File: src/rtl/frame_buf_sched.sv
// rtl/frame_buf_sched.sv - N-buffer slot scheduler for frame writer/reader
// Writer never owns the slot being scanned; reader always takes the newest complete frame.
module frame_buf_sched #(
   parameter longint unsigned START_ADDR    = 0,
   parameter int              FRAMES_AMOUNT = 3,
   parameter longint unsigned FRAME_SIZE_B  = 1920*1080*2,
   parameter int              ADDR_WIDTH    = 32,
   parameter int              CNT_WIDTH     = 16,
   localparam int             IDX_WIDTH     = $clog2(FRAMES_AMOUNT)
) (
   input  logic                  clk_i,
   input  logic                  rst_i,
   input  logic                  wr_done_stb_i,
   input  logic                  rd_done_stb_i,
   input  logic                  clr_cnt_i,
   output logic [IDX_WIDTH-1:0]  wr_idx_o,
   output logic [IDX_WIDTH-1:0]  rd_idx_o,
   output logic [ADDR_WIDTH-1:0] wr_base_addr_o,
   output logic [ADDR_WIDTH-1:0] rd_base_addr_o,
   output logic                  rd_frame_valid_o,
   output logic                  new_frame_o,
   output logic [CNT_WIDTH-1:0]  dropped_cnt_o,
   output logic [CNT_WIDTH-1:0]  repeated_cnt_o
);

   generate
      if (FRAMES_AMOUNT < 3) begin : g_frames_check
         $error("frame_buf_sched: FRAMES_AMOUNT must be >= 3");
      end
   endgenerate

   localparam logic [IDX_WIDTH-1:0]  LAST_IDX    = IDX_WIDTH'(FRAMES_AMOUNT - 1);
   localparam logic [ADDR_WIDTH-1:0] START_A     = ADDR_WIDTH'(START_ADDR);
   localparam logic [ADDR_WIDTH-1:0] FRAME_A     = ADDR_WIDTH'(FRAME_SIZE_B);
   localparam logic [ADDR_WIDTH-1:0] RD_RST_ADDR = START_A + ADDR_WIDTH'(LAST_IDX) * FRAME_A;
   localparam logic [CNT_WIDTH-1:0]  CNT_MAX     = '1;

   logic [IDX_WIDTH-1:0]  wr_idx_q, wr_idx_d;
   logic [IDX_WIDTH-1:0]  rd_idx_q, rd_idx_d;
   logic [IDX_WIDTH-1:0]  ready_idx_q, ready_idx_d;
   logic                  ready_valid_q, ready_valid_d;
   logic                  rd_frame_valid_q, rd_frame_valid_d;
   logic                  new_frame_q, new_frame_d;
   logic [CNT_WIDTH-1:0]  dropped_cnt_q, dropped_cnt_d;
   logic [CNT_WIDTH-1:0]  repeated_cnt_q, repeated_cnt_d;
   logic [ADDR_WIDTH-1:0] wr_base_q, wr_base_d;
   logic [ADDR_WIDTH-1:0] rd_base_q, rd_base_d;
   logic [IDX_WIDTH-1:0]  rr_next;
   logic                  drop_inc;
   logic                  rep_inc;

   function automatic logic [IDX_WIDTH-1:0] next_idx(input logic [IDX_WIDTH-1:0] i);
      return (i == LAST_IDX) ? '0 : i + IDX_WIDTH'(1);
   endfunction

   always_comb begin
      wr_idx_d         = wr_idx_q;
      rd_idx_d         = rd_idx_q;
      ready_idx_d      = ready_idx_q;
      ready_valid_d    = ready_valid_q;
      rd_frame_valid_d = rd_frame_valid_q;
      new_frame_d      = 1'b0;
      drop_inc         = 1'b0;
      rep_inc          = 1'b0;

      // Round-robin successor that skips the slot currently being scanned.
      rr_next = next_idx(wr_idx_q);
      if (rr_next == rd_idx_q) begin
         rr_next = next_idx(rr_next);
      end

      case ({wr_done_stb_i, rd_done_stb_i})
         2'b11: begin
            rd_idx_d         = wr_idx_q;
            ready_valid_d    = 1'b0;
            rd_frame_valid_d = 1'b1;
            new_frame_d      = 1'b1;
            if (ready_valid_q) begin
               wr_idx_d = ready_idx_q;
               drop_inc = 1'b1;
            end else begin
               wr_idx_d = rd_idx_q;
            end
         end
         2'b10: begin
            if (ready_valid_q) begin
               wr_idx_d = ready_idx_q;
               drop_inc = 1'b1;
            end else begin
               wr_idx_d = rr_next;
            end
            ready_idx_d   = wr_idx_q;
            ready_valid_d = 1'b1;
         end
         2'b01: begin
            if (ready_valid_q) begin
               rd_idx_d         = ready_idx_q;
               ready_valid_d    = 1'b0;
               rd_frame_valid_d = 1'b1;
               new_frame_d      = 1'b1;
            end else if (rd_frame_valid_q) begin
               rep_inc = 1'b1;
            end
         end
         default: ;
      endcase

      // Clear beats a coincident increment; counters stick at all-ones.
      dropped_cnt_d  = dropped_cnt_q;
      repeated_cnt_d = repeated_cnt_q;
      if (clr_cnt_i) begin
         dropped_cnt_d  = '0;
         repeated_cnt_d = '0;
      end else begin
         if (drop_inc && dropped_cnt_q != CNT_MAX) dropped_cnt_d = dropped_cnt_q + CNT_WIDTH'(1);
         if (rep_inc && repeated_cnt_q != CNT_MAX) repeated_cnt_d = repeated_cnt_q + CNT_WIDTH'(1);
      end

      wr_base_d = START_A + ADDR_WIDTH'(wr_idx_d) * FRAME_A;
      rd_base_d = START_A + ADDR_WIDTH'(rd_idx_d) * FRAME_A;
   end

   always_ff @(posedge clk_i) begin
      if (rst_i) begin
         wr_idx_q         <= '0;
         rd_idx_q         <= LAST_IDX;
         ready_idx_q      <= '0;
         ready_valid_q    <= 1'b0;
         rd_frame_valid_q <= 1'b0;
         new_frame_q      <= 1'b0;
         dropped_cnt_q    <= '0;
         repeated_cnt_q   <= '0;
         wr_base_q        <= START_A;
         rd_base_q        <= RD_RST_ADDR;
      end else begin
         wr_idx_q         <= wr_idx_d;
         rd_idx_q         <= rd_idx_d;
         ready_idx_q      <= ready_idx_d;
         ready_valid_q    <= ready_valid_d;
         rd_frame_valid_q <= rd_frame_valid_d;
         new_frame_q      <= new_frame_d;
         dropped_cnt_q    <= dropped_cnt_d;
         repeated_cnt_q   <= repeated_cnt_d;
         wr_base_q        <= wr_base_d;
         rd_base_q        <= rd_base_d;
      end
   end

   assign wr_idx_o         = wr_idx_q;
   assign rd_idx_o         = rd_idx_q;
   assign wr_base_addr_o   = wr_base_q;
   assign rd_base_addr_o   = rd_base_q;
   assign rd_frame_valid_o = rd_frame_valid_q;
   assign new_frame_o      = new_frame_q;
   assign dropped_cnt_o    = dropped_cnt_q;
   assign repeated_cnt_o   = repeated_cnt_q;

endmodule

File: config.mk
export PLATFORM = sky130hd
export DESIGN_NAME = frame_buf_sched
export DESIGN_NICKNAME = d
export VERILOG_FILES = /design/src/rtl/frame_buf_sched.sv
export SDC_FILE = /design/constraint.sdc
export NUM_CORES = 1
export LEC_CHECK = 0
export CAP_MARGIN = 40
export CORE_MARGIN = 4
export CORE_UTILIZATION = 44
export CTS_CLUSTER_SIZE = 14
export DETAILED_ROUTE_END_ITERATION = 16
export PLACE_DENSITY = 0.8
export SKIP_CTS_REPAIR_TIMING = 1
export SLEW_MARGIN = 15
export SYNTH_ARGS = -nofsm -noshare
export SYNTH_HDL_FRONTEND = slang
export SYNTH_SLANG_ARGS = --single-unit
File: constraint.sdc
create_clock -name clk_i -period 5.65 [get_ports clk_i]
set_input_delay 1.13 -clock clk_i [delete_from_list [all_inputs] [get_ports clk_i]]
set_output_delay 1.13 -clock clk_i [all_outputs]
set_load 0.005 [all_outputs]
* Yosys cells after proc, flatten, opt, wreduce, memory -nomap -nowiden
Index checks and enable logic that the tools add are counted.
** Cells by class
- $add $sub $neg :: 4
- $mul :: 2
- Equality and inequality tests :: 9
- Mux-type cells :: 16
- Reductions and logical operators :: 8
** Operators with widths (count)
- $add 16x1->16 const B :: 2
- $ne 16x16->1 const B :: 2
- $mul 2x11->13 const B :: 2
- $mux 2 :: 5
- $eq 2x2->1 const B :: 4
- $pmux 2 s2 :: 2
- $mux 1 :: 6
- $pmux 1 s2 :: 3
- $reduce_or 2->1 :: 3
- $add 2x1->2 const B :: 2
- $reduce_bool 2->1 :: 2
- $eq 2x1->1 const B :: 1
- $eq 2x2->1 :: 1
- $logic_and 1x1->1 :: 2
- $ne 2x2->1 const B :: 1
- $reduce_and 2->1 :: 1
** Word-level totals
- Bits in registers :: 105
- Bits of input ports :: 5
- Output and inout port bits :: 102
- Logic and storage cells :: 51

* Depth between registers and ports, before layout
Gate-level depths: netlist of the first run.
- Depth after elaboration :: 8
- Gate-level depth with buffers :: 8

* Worst setup path before layout of the first run
Ideal clock, no wire load.
- Kind :: input-to-reg
- Start point :: input wr_done_stb_i
- End point :: register repeated_cnt_q[15] (netlist: repeated_cnt_o[15])
- Arrival :: 2635 ps
- Data required time :: 5580 ps
- Setup slack :: 2945 ps
- Stages on the path :: 6
- Cell sequence :: buf_6 > nand4bb_1 > or4_1 > buf_2 > or4_1 > a21oi_1
** On the way
- Word-level cells in the longest chain between the ends :: 3
** RTL lines
- start, declared :: line 13 : input logic wr_done_stb_i,
- $eq 2x1->1 :: line 72 : case ({wr_done_stb_i, rd_done_stb_i})
- $mux 1 :: line 72
- $logic_and 1x1->1 :: line 116 : if (rep_inc && repeated_cnt_q != CNT_MAX) repeated_cnt_d = repeated_cnt_q + CNT_WIDTH'(1);
- end signal, assigned :: line 143 : repeated_cnt_q <= repeated_cnt_d;
- end, declared :: line 45 : logic [CNT_WIDTH-1:0] repeated_cnt_q, repeated_cnt_d;
Every way passes these cells.
A chain may end at the register's enable or synchronous reset.

* Final worst setup path of the first run
Same ends and word-level chain as after synthesis.

==> out/results.ini, run 1 <==
[outcome]
status=completed

[die]
die_w_um=87.4
io_pins=107
placeableCoreArea_um2=6030
initial_utilization=0.461
die_h_um=87.4
rows=28
die_area_um2=7640

[logic_synthesis]
yosysTopAreaCell=dfxtp_1
yosys.area.top_type_share=0.353
yosysSeqAreaShare=0.353
yosys.cell_types.count=46
synth_top_cells_by_area=dfxtp_1 (35%), buf_4 (15%), a21oi_1 (4.5%)
synth-seq-cells=49
synth_edf_count=0
yosys.area_share.simple=0.235
netlist_area_um2=2780
postSynthCellCount=330
synth_top_family_by_area=simple AND/OR/NAND/NOR gates
synth_mux_area_frac=0.00721
synth_adder_area_share=0.0361
yosys_warnings=0
synthXorXnorAreaFrac=0.00316
synthArstFlopShare=0
ys.flop_type=dfxtp_1
synth_compound_area_frac=0.179
postSynthAreaPerCell_um2=8.41

[route]
dr.pass1.iters=4
dr_total_vias=2447
drtAntennaViolNets=0
drc_errors=0
viasPerCell=5.41
drt_iter0_markers=90
routed_wl_um=6160
routedWlPerCell_um=13.6

[setup_path]
critPathCaptureType=flop
crit_slowest_cell=or4_1
r2r_end=repeated_cnt_o[15]
critPathArrivalTime_ns=3.76
start_kind=primary input
r2r_start=ready_valid_q
rrSetupSlack_ns=3.25
crit_path_cell_trace=clkdlybuf4s50_1, nand4bb_1, or4_1, or4_1, a21oi_1
worstPathMaxFanout=18
reg2reg_depth=4
cp_common_cell=or4_1
critical-path-max-stage-delay_ns=0.73
required_ns=5.88
critPathKind=primary input to flop

[flow_run]
drv_cap=0

[clock_tree]
path_clk_slew_ns=0.09
root_buffer=clkbuf_8
ctsHtreeMaxLevel=2
cts_buffers=5
cts_num_sinks=49
cts_tree=done
clock_latency_ns=0.30
clockBufferDepth=2

[power]
power.total_w=0.000662
p_int_w=0.000505
p_per_area_nw_per_um2=199
clkPwrFrac=0.337
switching_power_w=0.000157
vdd.ir_drop.worst_mv=0.0990
p_leak_nw=1.15
power_frac_seq=0.547
p_comb_frac=0.115
p_sw_frac=0.237

[global_route]
grt_max_degree=31
gr-total-overflow=0
grt_use_total=0.160
antenna_found_initial=0
grt_pass1_wl_um=9870
grt_pass1_vias=2096

[timing]
report.final.slew_viol_count=0
skew_ns=0.0123
max_freq_mhz=283
setup_tns_ns=0
setup_violations=0
worst_slew_pin_slew_ns=0.837
hold_viol_final=0
rsz0062_at_grt=false
fin_crit_ns=3.53
timing.slew.headroom=0.434
finalCritPeriodShare=0.625

[final_layout]
fin_area_um2=3320
antennaDiodeCount=0
areaGrowthSynthToFinish_pct=19.7
layout-drive-gt1-share=0.0477
layout.nets=389

[min_path]
hold_class=flop to flop
min_path_cells=2
hp-start=ready_idx_q[0]
hold_end=ready_idx_q[0]

[place]
gp_congestion=0.817
post_dp_cell_area_um2=3220
dp_hpwl_um=4570
io_buffer_count=66

[worst max-delay path, delay by kind of cell]
family          cells  cell delay [ns]
buf+inv             1             0.66
simple gates        3             1.83
compound gates      1             0.14
[cell families (layout without fill, tap and decap cells)]
logic type	after synthesis	count (layout)
XOR/XNOR	1	1
adder cells (fa/ha/maj)	8	8
other	1	40
multiplexers	2	2
AND/OR/NAND/NOR	114	114
buffers and inverters	78	86
flip-flops	49	49
AO/OA/AOI/OAI	77	77
[worst max path at each step]
stage	end	slack [ns]	start	cells after the start
floorplan	repeated_cnt_o[15]	2.94	wr_done_stb_i	6
global placement	repeated_cnt_o[15]	1.90	wr_done_stb_i	5
detailed placement	repeated_cnt_o[15]	1.83	wr_done_stb_i	5
CTS	repeated_cnt_o[15]	2.15	wr_done_stb_i	5
global route	repeated_cnt_o[15]	1.91	wr_done_stb_i	5
finish	repeated_cnt_o[15]	2.12	wr_done_stb_i	5
[cells in the final DEF, fill, tap and decap left out, drive strengths merged, types with 4 or more instances in the layout]
master,netlist,routed
a31oi,4,4
nand4,7,7
o41ai,5,5
o311ai,4,4
o31ai,12,12
nand2,22,22
nor2,12,12
o21ai,15,15
nand3,13,13
or4,14,14
dfxtp,49,49
and4,5,5
or2,5,5
a21oi,25,25
conb,1,40
ha,8,8
inv,9,9
or3,10,10
clkbuf,10,8
nor3,5,5
nor2b,8,8
clkdlybuf4s50,0,66
[routing by layer]
| metal | vias to the layer above | part of all wire | GRT usage |
|---|---|---|---|
| li1 | 1202 | - | - |
| met5 | - | 0 | 0 |
| met4 | 0 | 0.013 | 0.0586 |
| met3 | 5 | 0.059 | 0.0293 |
| met1 | 1169 | 0.44 | 0.206 |
| met2 | 71 | 0.49 | 0.266 |
[per-stage QoR]
step,instances,setup WS (ns),utilization,hold WS (ns)
after floorplan,369,2.94,-,0.464
after global placement,442,1.90,0.533,0.479
after detailed placement,443,1.83,0.534,0.486
after CTS,451,2.15,0.550,0.508
after global routing,452,1.91,0.551,0.531
final,452,2.12,0.551,0.507
[cells in the mapped netlist, drive strengths merged (9+ instances only)]
library cell,number
or3,10
or4,14
dfxtp,49
nor2,12
clkbuf,10
o31ai,12
a21oi,25
buf,59
inv,9
nand2,22
o21ai,15
nand3,13
[state kept, by name, summed over array words and instances (netlist names)]
| name | count |
|---|---|
| dropped_cnt_o | 16 |
| wr_base_addr_o | 5 |
| ready_idx_q | 2 |
| rd_frame_valid_o | 1 |
| new_frame_o | 1 |
| rd_idx_o | 1 |
| repeated_cnt_o | 16 |
| wr_idx_o | 1 |
| rd_base_addr_o | 5 |
| ready_valid_q | 1 |
[cell type report]
type	instances	area [um^2]
Fill cell	562	2700
Multi-Input combinational cell	242	1430
Sequential cell	49	981
Timing Repair Buffer	69	678
Clock buffer	7	96.3
Tap cell	75	93.8
Inverter	9	33.8
Clock inverter	1	5.00
[power by group through the flow]
stage               Clock, W  Combinational [W]  Sequential, W
floorplan                  0          0.0000670       0.000369
finish              0.000223          0.0000764       0.000362
detailed placement         0          0.0000763       0.000371
global placement           0          0.0000744       0.000370
CTS                 0.000230          0.0000769       0.000363
global route        0.000244          0.0000850       0.000364
No activity file was read; power rests on OpenSTA's default activity.
==> run 2, diff against run 1 <==
==> constraint.sdc (replaced) <==
create_clock -name clk_i -period 3.25 [get_ports clk_i]
set_input_delay 0.65 -clock clk_i [delete_from_list [all_inputs] [get_ports clk_i]]
set_output_delay 0.65 -clock clk_i [all_outputs]
set_load 0.005 [all_outputs]
==> out/results.ini, run 2 (synthesis results as in run 1) <==
[outcome]
status=completed

[route]
dr_total_vias=2444  ; -0.12%
viasPerCell=5.40  ; -0.34%
drc_errors=0  ; unchanged
dr.pass1.iters=4  ; unchanged
routed_wl_um=6090  ; -1.2%
drt_iter0_markers=119  ; +32%
routedWlPerCell_um=13.4  ; -1.4%
drtAntennaViolNets=0  ; unchanged

[global_route]
grt_max_degree=31  ; unchanged
gr-total-overflow=0  ; unchanged
grt_use_total=0.157  ; -0.00348
antenna_found_initial=0  ; unchanged
grt_pass1_wl_um=9760  ; -1.1%
grt_pass1_vias=2112  ; +0.76%

[clock_tree]
clock_latency_ns=0.29  ; about the same
root_buffer=clkbuf_8
path_clk_slew_ns=0.08  ; about the same
cts_tree=done
cts_buffers=5  ; unchanged
ctsHtreeMaxLevel=2  ; unchanged
cts_num_sinks=49  ; unchanged
clockBufferDepth=2  ; unchanged

[timing]
worst_slew_pin_slew_ns=0.990  ; +0.153 ns
skew_ns=0.00489  ; -0.00742 ns
setup_tns_ns=0  ; unchanged
max_freq_mhz=413
finalCritPeriodShare=0.745
report.final.slew_viol_count=0  ; unchanged
fin_crit_ns=2.42
hold_viol_final=0  ; unchanged
rsz0062_at_grt=false
setup_violations=0  ; unchanged
timing.slew.headroom=0.334  ; -0.100

[die]
initial_utilization=0.461  ; unchanged
rows=28  ; unchanged
die_w_um=87.4  ; unchanged
die_h_um=87.4  ; unchanged
die_area_um2=7640  ; unchanged
placeableCoreArea_um2=6030  ; unchanged
io_pins=107  ; unchanged

[flow_run]
drv_cap=0  ; unchanged

[final_layout]
layout-drive-gt1-share=0.0503  ; +0.00252
fin_area_um2=3320  ; unchanged
final_common_cell=clkdlybuf4s50_1
layout.nets=392  ; +0.77%
final_cell_mix=clkdlybuf4s50_1 (66), dfxtp_1 (49), conb_1 (40)
antennaDiodeCount=0  ; unchanged
areaGrowthSynthToFinish_pct=19.7  ; unchanged

[setup_path]
critical-path-max-stage-delay_ns=0.62  ; -0.11 ns
critPathTopFamily=simple AND/OR/NAND/NOR gates
cp_common_cell=or4_1
crit_buf_inv=1  ; unchanged
crit_slowest_cell=or4_1
critPathCaptureType=flop
critPathArrivalTime_ns=2.64  ; -1.12 ns
critPathKind=primary input to flop
worstPathMaxFanout=8  ; -10
required_ns=3.47  ; -2.41 ns
crit_path_cell_trace=clkdlybuf4s50_1, nand4bb_1, or4_1, or4_1, a21oi_1
start_kind=primary input

[min_path]
hold_class=flop to flop

[power]
p_leak_nw=1.15  ; about the same
vdd.ir_drop.worst_mv=0.163  ; +65%
p_per_area_nw_per_um2=329  ; +65%

[place]
io_buffer_count=66  ; unchanged
gp_congestion=0.798  ; -2.3%
post_dp_cell_area_um2=3250  ; +1.0%
dp_hpwl_um=4590  ; +0.34%

run 2: path summary, 6_finish.rpt:
kind,start,to,slack [ns],cells after the start
max,wr_done_stb_i,repeated_cnt_o[15],0.83,5
max reg2reg,repeated_cnt_o[0],repeated_cnt_o[1],1.08,6
min,ready_idx_q[0],ready_idx_q[0],0.50,2
min reg2reg,ready_idx_q[0],ready_idx_q[0],0.50,2
run 2: where the power goes:
group | switching [W] | internal, W
clock network | 0.000184 | 0.000142
registers | 0.0000155 | 0.000615
logic | 0.0000623 | 0.0000733
run 2: cell type report:
cell class	count	area [um^2]
clock buffer	5	68.8
clock inverter	1	5.00
fill	559	2700
inverter	9	33.8
multi-input combinational	242	1430
sequential	49	981
tap	75	93.8
timing repair buffer	72	706
run 2: worst min-delay path, delay by kind of cell (launching register included):
family           cells  cell delay, ns
flip-flops           1            0.33
multiplexers         1            0.07
AND/OR/NAND/NOR      1            0.07
run 2: per-stage QoR:
stage                util  instances  setup WS [ns]  power, W  hold slack (ns)
finish              0.551        453          0.828   0.00109            0.500
global route        0.551        453          0.635   0.00114            0.526
CTS                 0.551        453          0.858   0.00110            0.507
detailed placement  0.539        447          0.549  0.000780            0.487
global placement    0.539        447          0.575  0.000777            0.481
floorplan               -        369           1.02  0.000758            0.464
run 2: per-layer routing:
metal	part of all wire	track usage	routed length [um]	vias up
met5	0	0	0	-
met4	0.0085	0.0460	52	0
met3	0.057	0.0322	348	4
met1	0.44	0.192	2680	1143
met2	0.49	0.274	3000	82
li1	-	-	-	1215
